--- src/rtl/data_mem_arbiter_if.sv ---
// Bus bundle between the two requesters, the data_mem_arbiter and DataMemory.
//   Requester side (per port n = 0/1): Req/Wr/Addr/WData in, Ack/RData out.
//   Memory side: MemAddress/MemWriteData/MemRead/MemWrite out, MemReadData in.
//   Busy: arbiter status.
// slave  = arbiter view, master = system view (requesters + DataMemory).
interface data_mem_arbiter_if #(
   parameter int unsigned ADDR_WIDTH = 7,
   parameter int unsigned DATA_WIDTH = 32
);
   logic                  Req0;
   logic                  Wr0;
   logic [ADDR_WIDTH-1:0] Addr0;
   logic [DATA_WIDTH-1:0] WData0;
   logic                  Ack0;
   logic [DATA_WIDTH-1:0] RData0;

   logic                  Req1;
   logic                  Wr1;
   logic [ADDR_WIDTH-1:0] Addr1;
   logic [DATA_WIDTH-1:0] WData1;
   logic                  Ack1;
   logic [DATA_WIDTH-1:0] RData1;

   logic [ADDR_WIDTH-1:0] MemAddress;
   logic [DATA_WIDTH-1:0] MemWriteData;
   logic                  MemRead;
   logic                  MemWrite;
   logic [DATA_WIDTH-1:0] MemReadData;

   logic                  Busy;

   modport slave (
      input  Req0, Wr0, Addr0, WData0,
      input  Req1, Wr1, Addr1, WData1,
      input  MemReadData,
      output Ack0, RData0, Ack1, RData1,
      output MemAddress, MemWriteData, MemRead, MemWrite,
      output Busy
   );

   modport master (
      output Req0, Wr0, Addr0, WData0,
      output Req1, Wr1, Addr1, WData1,
      output MemReadData,
      input  Ack0, RData0, Ack1, RData1,
      input  MemAddress, MemWriteData, MemRead, MemWrite,
      input  Busy
   );
endinterface

--- src/rtl/data_mem_arbiter.sv ---
// Round-robin arbiter/sequencer in front of the single-ported DataMemory.
// Port 0 = CPU load/store, port 1 = loader/debug. Each grant runs
// IDLE -> ACCESS (one memory cycle) -> DONE (Ack pulse), so peak throughput
// is one access every three cycles.
// Ports:
//   Clk  - clock, all state updates on posedge
//   Rst  - synchronous active-low reset
//   bus  - data_mem_arbiter_if.slave: requester handshakes (Req/Wr/Addr/
//          WData in, Ack/RData out), memory drive (MemAddress/MemWriteData/
//          MemRead/MemWrite out, MemReadData in) and Busy.
module data_mem_arbiter #(
   parameter int unsigned ADDR_WIDTH = 7,
   parameter int unsigned DATA_WIDTH = 32
) (
   input logic             Clk,
   input logic             Rst,
   data_mem_arbiter_if.slave bus
);

   typedef enum logic [1:0] {
      IDLE   = 2'd0,
      ACCESS = 2'd1,
      DONE   = 2'd2
   } stateT;

   stateT                 state, nextState;
   logic                  sel, nextSel;
   logic                  last, nextLast;
   logic                  ack0, nextAck0;
   logic                  ack1, nextAck1;
   logic [DATA_WIDTH-1:0] rData0, nextRData0;
   logic [DATA_WIDTH-1:0] rData1, nextRData1;

   logic                  selWr;
   logic [ADDR_WIDTH-1:0] selAddr;
   logic [DATA_WIDTH-1:0] selWData;
   logic                  memRead;
   logic                  memWrite;

   // Selected port's request fields; also drive the memory outside ACCESS
   // so the address/data lines stay deterministic.
   always_comb begin
      selWr    = sel ? bus.Wr1    : bus.Wr0;
      selAddr  = sel ? bus.Addr1  : bus.Addr0;
      selWData = sel ? bus.WData1 : bus.WData0;
   end

   // State and datapath registers.
   always_ff @(posedge Clk) begin
      if (!Rst) begin
         state  <= IDLE;
         sel    <= 1'b0;
         last   <= 1'b1;
         ack0   <= 1'b0;
         ack1   <= 1'b0;
         rData0 <= '0;
         rData1 <= '0;
      end else begin
         state  <= nextState;
         sel    <= nextSel;
         last   <= nextLast;
         ack0   <= nextAck0;
         ack1   <= nextAck1;
         rData0 <= nextRData0;
         rData1 <= nextRData1;
      end
   end

   // Next-state, grant and memory-strobe logic.
   always_comb begin
      nextState  = state;
      nextSel    = sel;
      nextLast   = last;
      nextAck0   = 1'b0;
      nextAck1   = 1'b0;
      nextRData0 = rData0;
      nextRData1 = rData1;
      memRead    = 1'b0;
      memWrite   = 1'b0;

      case (state)
         IDLE: begin
            if (bus.Req0 && bus.Req1) begin
               // Contention: the port that did not win last time goes first.
               nextSel   = ~last;
               nextState = ACCESS;
            end else if (bus.Req0) begin
               nextSel   = 1'b0;
               nextState = ACCESS;
            end else if (bus.Req1) begin
               nextSel   = 1'b1;
               nextState = ACCESS;
            end
         end

         ACCESS: begin
            memRead  = ~selWr;
            // Rst gating keeps a write from landing on the edge that resets us.
            memWrite = selWr & Rst;
            if (!selWr) begin
               if (sel) nextRData1 = bus.MemReadData;
               else     nextRData0 = bus.MemReadData;
            end
            if (sel) nextAck1 = 1'b1;
            else     nextAck0 = 1'b1;
            nextLast  = sel;
            nextState = DONE;
         end

         DONE: begin
            nextState = IDLE;
         end

         default: begin
            nextState = IDLE;
         end
      endcase
   end

   assign bus.MemAddress   = selAddr;
   assign bus.MemWriteData = selWData;
   assign bus.MemRead      = memRead;
   assign bus.MemWrite     = memWrite;
   assign bus.Ack0         = ack0;
   assign bus.Ack1         = ack1;
   assign bus.RData0       = rData0;
   assign bus.RData1       = rData1;
   assign bus.Busy         = (state != IDLE);

   // Structural invariants of the sequencer.
   ackExclusive : assert property (@(posedge Clk) disable iff (!Rst) !(ack0 && ack1));
   memExclusive : assert property (@(posedge Clk) disable iff (!Rst) !(memRead && memWrite));

endmodule

--- src/flat_wrapper.sv ---
// flat-port wrapper written by rule: the top's interface ports become plain ports
module data_mem_arbiter_flat 
#(
   parameter int unsigned ADDR_WIDTH = 7,
   parameter int unsigned DATA_WIDTH = 32
)
  (Clk, Rst, bus_Req0, bus_Wr0, bus_Addr0, bus_WData0, bus_Req1, bus_Wr1, bus_Addr1, bus_WData1, bus_MemReadData, bus_Ack0, bus_RData0, bus_Ack1, bus_RData1, bus_MemAddress, bus_MemWriteData, bus_MemRead, bus_MemWrite, bus_Busy);
  data_mem_arbiter_if #(.ADDR_WIDTH(ADDR_WIDTH), .DATA_WIDTH(DATA_WIDTH)) bus_i ();
  input logic Clk;
  input logic Rst;
  input wire logic [$bits(bus_i.Req0)-1:0] bus_Req0;
  input wire logic [$bits(bus_i.Wr0)-1:0] bus_Wr0;
  input wire logic [$bits(bus_i.Addr0)-1:0] bus_Addr0;
  input wire logic [$bits(bus_i.WData0)-1:0] bus_WData0;
  input wire logic [$bits(bus_i.Req1)-1:0] bus_Req1;
  input wire logic [$bits(bus_i.Wr1)-1:0] bus_Wr1;
  input wire logic [$bits(bus_i.Addr1)-1:0] bus_Addr1;
  input wire logic [$bits(bus_i.WData1)-1:0] bus_WData1;
  input wire logic [$bits(bus_i.MemReadData)-1:0] bus_MemReadData;
  output wire logic [$bits(bus_i.Ack0)-1:0] bus_Ack0;
  output wire logic [$bits(bus_i.RData0)-1:0] bus_RData0;
  output wire logic [$bits(bus_i.Ack1)-1:0] bus_Ack1;
  output wire logic [$bits(bus_i.RData1)-1:0] bus_RData1;
  output wire logic [$bits(bus_i.MemAddress)-1:0] bus_MemAddress;
  output wire logic [$bits(bus_i.MemWriteData)-1:0] bus_MemWriteData;
  output wire logic [$bits(bus_i.MemRead)-1:0] bus_MemRead;
  output wire logic [$bits(bus_i.MemWrite)-1:0] bus_MemWrite;
  output wire logic [$bits(bus_i.Busy)-1:0] bus_Busy;
  assign bus_i.Req0 = bus_Req0;
  assign bus_i.Wr0 = bus_Wr0;
  assign bus_i.Addr0 = bus_Addr0;
  assign bus_i.WData0 = bus_WData0;
  assign bus_i.Req1 = bus_Req1;
  assign bus_i.Wr1 = bus_Wr1;
  assign bus_i.Addr1 = bus_Addr1;
  assign bus_i.WData1 = bus_WData1;
  assign bus_i.MemReadData = bus_MemReadData;
  assign bus_Ack0 = bus_i.Ack0;
  assign bus_RData0 = bus_i.RData0;
  assign bus_Ack1 = bus_i.Ack1;
  assign bus_RData1 = bus_i.RData1;
  assign bus_MemAddress = bus_i.MemAddress;
  assign bus_MemWriteData = bus_i.MemWriteData;
  assign bus_MemRead = bus_i.MemRead;
  assign bus_MemWrite = bus_i.MemWrite;
  assign bus_Busy = bus_i.Busy;
  data_mem_arbiter #(.ADDR_WIDTH(ADDR_WIDTH), .DATA_WIDTH(DATA_WIDTH)) u_core (.Clk(Clk), .Rst(Rst), .bus(bus_i));
endmodule
--- config.mk ---
export PLATFORM = sky130hd
export DESIGN_NAME = data_mem_arbiter_flat
export DESIGN_NICKNAME = d
export VERILOG_FILES = /design/src/rtl/data_mem_arbiter_if.sv /design/src/rtl/data_mem_arbiter.sv /design/src/flat_wrapper.sv
export SDC_FILE = /design/constraint.sdc
export NUM_CORES = 1
export LEC_CHECK = 0
export BUFFER_PORTS_ARGS = -buffer_cell sky130_fd_sc_hd__buf_4
export CAP_MARGIN = 20
export CORE_AREA = 2 2 92 94
export CTS_CLUSTER_SIZE = 30
export DETAILED_ROUTE_END_ITERATION = 8
export DIE_AREA = 0 0 94 96
export GPL_ROUTABILITY_DRIVEN = 0
export GPL_TIMING_DRIVEN = 0
export PLACE_DENSITY = 0.77
export SYNTH_ARGS = -nofsm -noshare
export SYNTH_HDL_FRONTEND = slang
export SYNTH_SLANG_ARGS = --single-unit
--- constraint.sdc ---
create_clock -name Clk -period 1.5 [get_ports Clk]
set_input_delay 0.075 -clock Clk [delete_from_list [all_inputs] [get_ports Clk]]
set_output_delay 0.075 -clock Clk [all_outputs]
set_load 0.02 [all_outputs]
# Yosys cells after proc, flatten, opt, wreduce, memory -nomap -nowiden
# Cells that the tools add are included.
[word_totals] reg_bits=70 output_inout_bits=108 word_cells=35
[op_classes] eq_ne=2 muxes=14 bitwise_logic=4 n_reduce_logical=8
[op_table] operator="$mux W32" count=1
[op_table] operator="$mux W1" count=8
[op_table] operator="$mux W7" count=1
[op_table] operator="$mux W2" count=3
[op_table] operator="$reduce_and A3 Y1" count=2
[op_table] operator="$ne A4 B3 Y1 const B" count=1
[op_table] operator="$pmux W2 S2" count=1
[op_table] operator="$reduce_and A2 Y1" count=2
[op_table] operator="$not A1 Y1" count=3
[op_table] operator="$reduce_bool A3 Y1" count=1
[op_table] operator="$eq A2 B1 Y1 const B" count=1
[op_table] operator="$logic_not A2 Y1" count=1
[op_table] operator="$reduce_bool A2 Y1" count=1
[op_table] operator="$and A1 B1 Y1" count=1
[op_table] operator="$logic_and A1 B1 Y1" count=1

# Logic depth before layout (Yosys ltp)
[logic_depth] word_depth=4 depth_mapped=4 depth_no_buf=2

# Least setup slack after synthesis
# OpenSTA, ideal clock, no wires.
[synth_timing] path_type="register to output" startpoint="register u_core.sel" endpoint="output bus_MemRead" t_arrival_ps=1165 required_time_ps=1425 path_slack_ps=260 stages_incl_launch_ff=4 cell_sequence="dfxtp_1 -> buf_6 -> or4b_4 -> nand2_1"
[synth_between] elab_chain_cells=3
[synth_lines] element="start, declared" line="data_mem_arbiter.sv:27" source="logic sel, nextSel;"
[synth_lines] element="start signal, assigned" line="data_mem_arbiter.sv:60" source="sel <= nextSel;"
[synth_lines] element="$mux W1" line="data_mem_arbiter.sv:43" source="selWr = sel ? bus.Wr1 : bus.Wr0;"
[synth_lines] element="$not A1 Y1 (no line)"
[synth_lines] element="$mux W1" line="data_mem_arbiter.sv:81" source="case (state)"
[synth_lines] element="end, declared" line="flat_wrapper.sv:26" source="output wire logic [$bits(bus_i.MemRead)-1:0] bus_MemRead;"
# Every way passes these cells.

# Worst setup path after layout
[layout_timing] startpoint="register u_core.sel" endpoint="output bus_MemAddress[2]"
[layout_between] elab_chain_cells=1
[layout_lines] element="$mux W7" line="data_mem_arbiter.sv:44" source="selAddr = sel ? bus.Addr1 : bus.Addr0;"
[layout_lines] element="end, declared" line="flat_wrapper.sv:24" source="output wire logic [$bits(bus_i.MemAddress)-1:0] bus_MemAddress;"
# Every way passes these cells.

==> results.json <==
{
  "relSlewSlack": 0.655,
  "insertion_delay_ns": 0.33,
  "period_needed_ns": 1.56,
  "startpoint": "u_core.sel",
  "outcome": "complete, but fails checks",
  "finalInstanceArea_mm2": 0.00532,
  "whs_path_depth": 3,
  "crit_required_ns": 1.42,
  "grt_pass1_vias": 3214,
  "synth_edf_count": 0,
  "p_leak_nw": 2.68,
  "tightestPinTransition_ns": 0.518,
  "track_usage": 0.229,
  "yosys-top-cells-count": "nand2_1, dfxtp_1, mux2i_1, mux2_2, buf_2",
  "setup_viol_count_final": 36,
  "place.port_buffers": 222,
  "hold_viol_final": 0,
  "synth_top_area_share": 0.447,
  "drtPass1Iterations": 4,
  "grt_pass1_wl_um": 15800,
  "placedCellCount": 641,
  "grt_overflow": 0,
  "initial_core_util": 0.390,
  "yosys_register_bits": 70,
  "skew_ns": 0.00989,
  "fin_cells": 664,
  "cp_max_fo": 10,
  "grt_max_degree": 13,
  "die_w_um": 94,
  "synth-main-ff-cell": "dfxtp_1",
  "critical_path_arrival_ns": 1.48,
  "dpl-instance-area_mm2": 0.00494,
  "crit_chain": "buf_6, buf_6, mux2_2, buf_4",
  "min_to": "u_core.bus.RData1[17]",
  "yosys.area.top_type": "dfxtp_1",
  "hold_ws_ns": 0.0204,
  "slowest_delay_ns": 0.36,
  "cp_top_family": "buffers and inverters",
  "viasPerCell": 4.74,
  "num_io_pins": 224,
  "avgSynthCellArea_um2": 9.99,
  "crit_top_cell": "buf_6",
  "antenna_found_initial": 0,
  "clockBufferDepth": 2,
  "syn-instance-count": 314,
  "reg2reg_slack_ns": 0.09,
  "die_area_mm2": 0.00902,
  "hpwl_um": 8510,
  "synth.most_common_cell": "nand2_1",
  "fin_util": 0.661,
  "start_kind": "flip-flop",
  "cts_num_sinks": 70,
  "drc": 0,
  "die_h_um": 96,
  "area_growth_syn_to_layout_pct": 69.5,
  "synth_area_mm2": 0.00314,
  "violations": "setup timing",
  "path_class": "reg -> out",
  "rows": 33,
  "via_count": 3145,
  "num-nets-final": 669,
  "power_density_mw_per_mm2": 930,
  "ir_drop_v": 0.000409,
  "cap_violations": 0,
  "ctsRootBufferMaster": "clkbuf_8",
  "r2r_cells": 4,
  "wl_um": 10700,
  "yosysWarnings": 0,
  "reg2reg_from": "u_core.sel",
  "rsz0062_at_grt": "yes",
  "synthTopCellsByArea": "dfxtp_1, mux2i_1, mux2_2",
  "slowest_stage": "dfxtp_2",
  "clkTransAtPathRegs_ns": 0.08,
  "cp-end-kind": "output pin",
  "worst_slack_ns": -0.0575,
  "ys_seq_area_frac": 0.447,
  "tritoncts": "done",
  "core_area_mm2": 0.00805,
  "r2r-end": "u_core.bus.RData0[11]",
  "yosys.cell_types.count": 23,
  "fin_crit_sh": 1.04,
  "crit_buf_inv": 3,
  "synth_nets": 430,
  "drive_above_1_share": 0.538,
  "htree_levels": 3,
  "async_reset_ff_frac": 0,
  "drv_slew": 0,
  "cts_made_buffers": 9,
  "hold_path.class": "in -> reg",
  "drtAntennaViolNets": 0,
  "drtIter0Drc": 74,
  "wire_per_inst_um": 16.2,
  "hp-start": "bus_MemReadData[17]",
  "fmax_ghz": 0.642
}
==> report_power, final <==
group / switching, mW / internal, mW
registers: 0.0383 / 1.91
clock network: 0.706 / 1.15
logic: 0.524 / 0.609
==> through the flow <==
step           TNS, ns  setup slack, ns  power, mW
2_1_floorplan        0            0.260       2.53
3_3_place_gp         0            0.116       3.06
3_5_place_dp         0           0.0764       3.07
4_1_cts          -2.18          -0.0795       5.00
5_1_grt          -3.54           -0.112       5.16
6_report         -1.38          -0.0575       4.95
==> logic make-up after synthesis <==
kind of cell | count (synthesis) | share of synthesized area
buffers and inverters | 26 | 0.0467
multiplexers | 104 | 0.347
AO/OA/AOI/OAI | 4 | 0.00997
flip-flops | 70 | 0.447
AND/OR/NAND/NOR | 110 | 0.150
==> cells in the final DEF (no fill, tap or decap), drive strengths merged, types with 2 or more instances in the layout <==
cell type      n
nor2           3
mux2          39
inv            3
dlygate4sd3    3
nand2         98
nand3b         2
dfxtp         70
clkbuf        16
bufinv         3
buf          243
mux2i         65
==> sequential cells by signal, indices dropped and copies added (netlist names) <==
register,cells
u_core.bus.RData0,32
u_core.bus.RData1,32
u_core.state,2
u_core.bus.Ack0,1
u_core.bus.Ack1,1
u_core.last,1
u_core.sel,1
==> area by class of cell <==
class	count	area, µm²
buffer	23	170
inverter	3	11.3
multi-input combinational	218	1610
antenna	1	2.50
timing repair buffer	228	1740
clock inverter	5	106
clock buffer	11	141
tap	105	131
fill	681	2730
sequential	70	1410
==> how the worst max path moves through the flow <==
| stage | to | cells after the start |
|---|---|---|
| CTS | bus_MemAddress[2] | 4 |
| global route | bus_MemWriteData[17] | 4 |
| global placement | bus_MemRead | 5 |
| floorplan | bus_MemRead | 3 |
| finish | bus_MemAddress[2] | 4 |
| detailed placement | u_core.bus.RData1[14] | 4 |
==> what timing repair did <==
item / 4_1_cts / 5_1_grt
buffers inserted: 2 / 0
pin swaps: 2 / 0
hold buffers: 3 / 0
setup endpoints to repair: 37 / 39
gates resized for setup: 25 / 2
cloned: 1 / 0
endpoints found under the hold margin: 3 / 0
==> worst reg2reg max path, stage by stage (launching register included) <==
cell and delay [ns]:
dfxtp_2 0.34, buf_6 0.13, nor4b_4 0.41, buf_6 0.24, mux2i_1 0.23
==> routing by layer <==
| layer | wire (µm) | track usage | vias to the layer above | part of all wire |
|---|---|---|---|---|
| met5 | 0 | 0 | - | 0 |
| met1 | 4000 | 0.252 | 1456 | 0.37 |
| met2 | 5760 | 0.430 | 143 | 0.54 |
| met3 | 753 | 0.0540 | 14 | 0.070 |
| li1 | - | - | 1532 | - |
| met4 | 228 | 0.0833 | 0 | 0.021 |
Note: power is estimated with default switching activity, not from simulation.
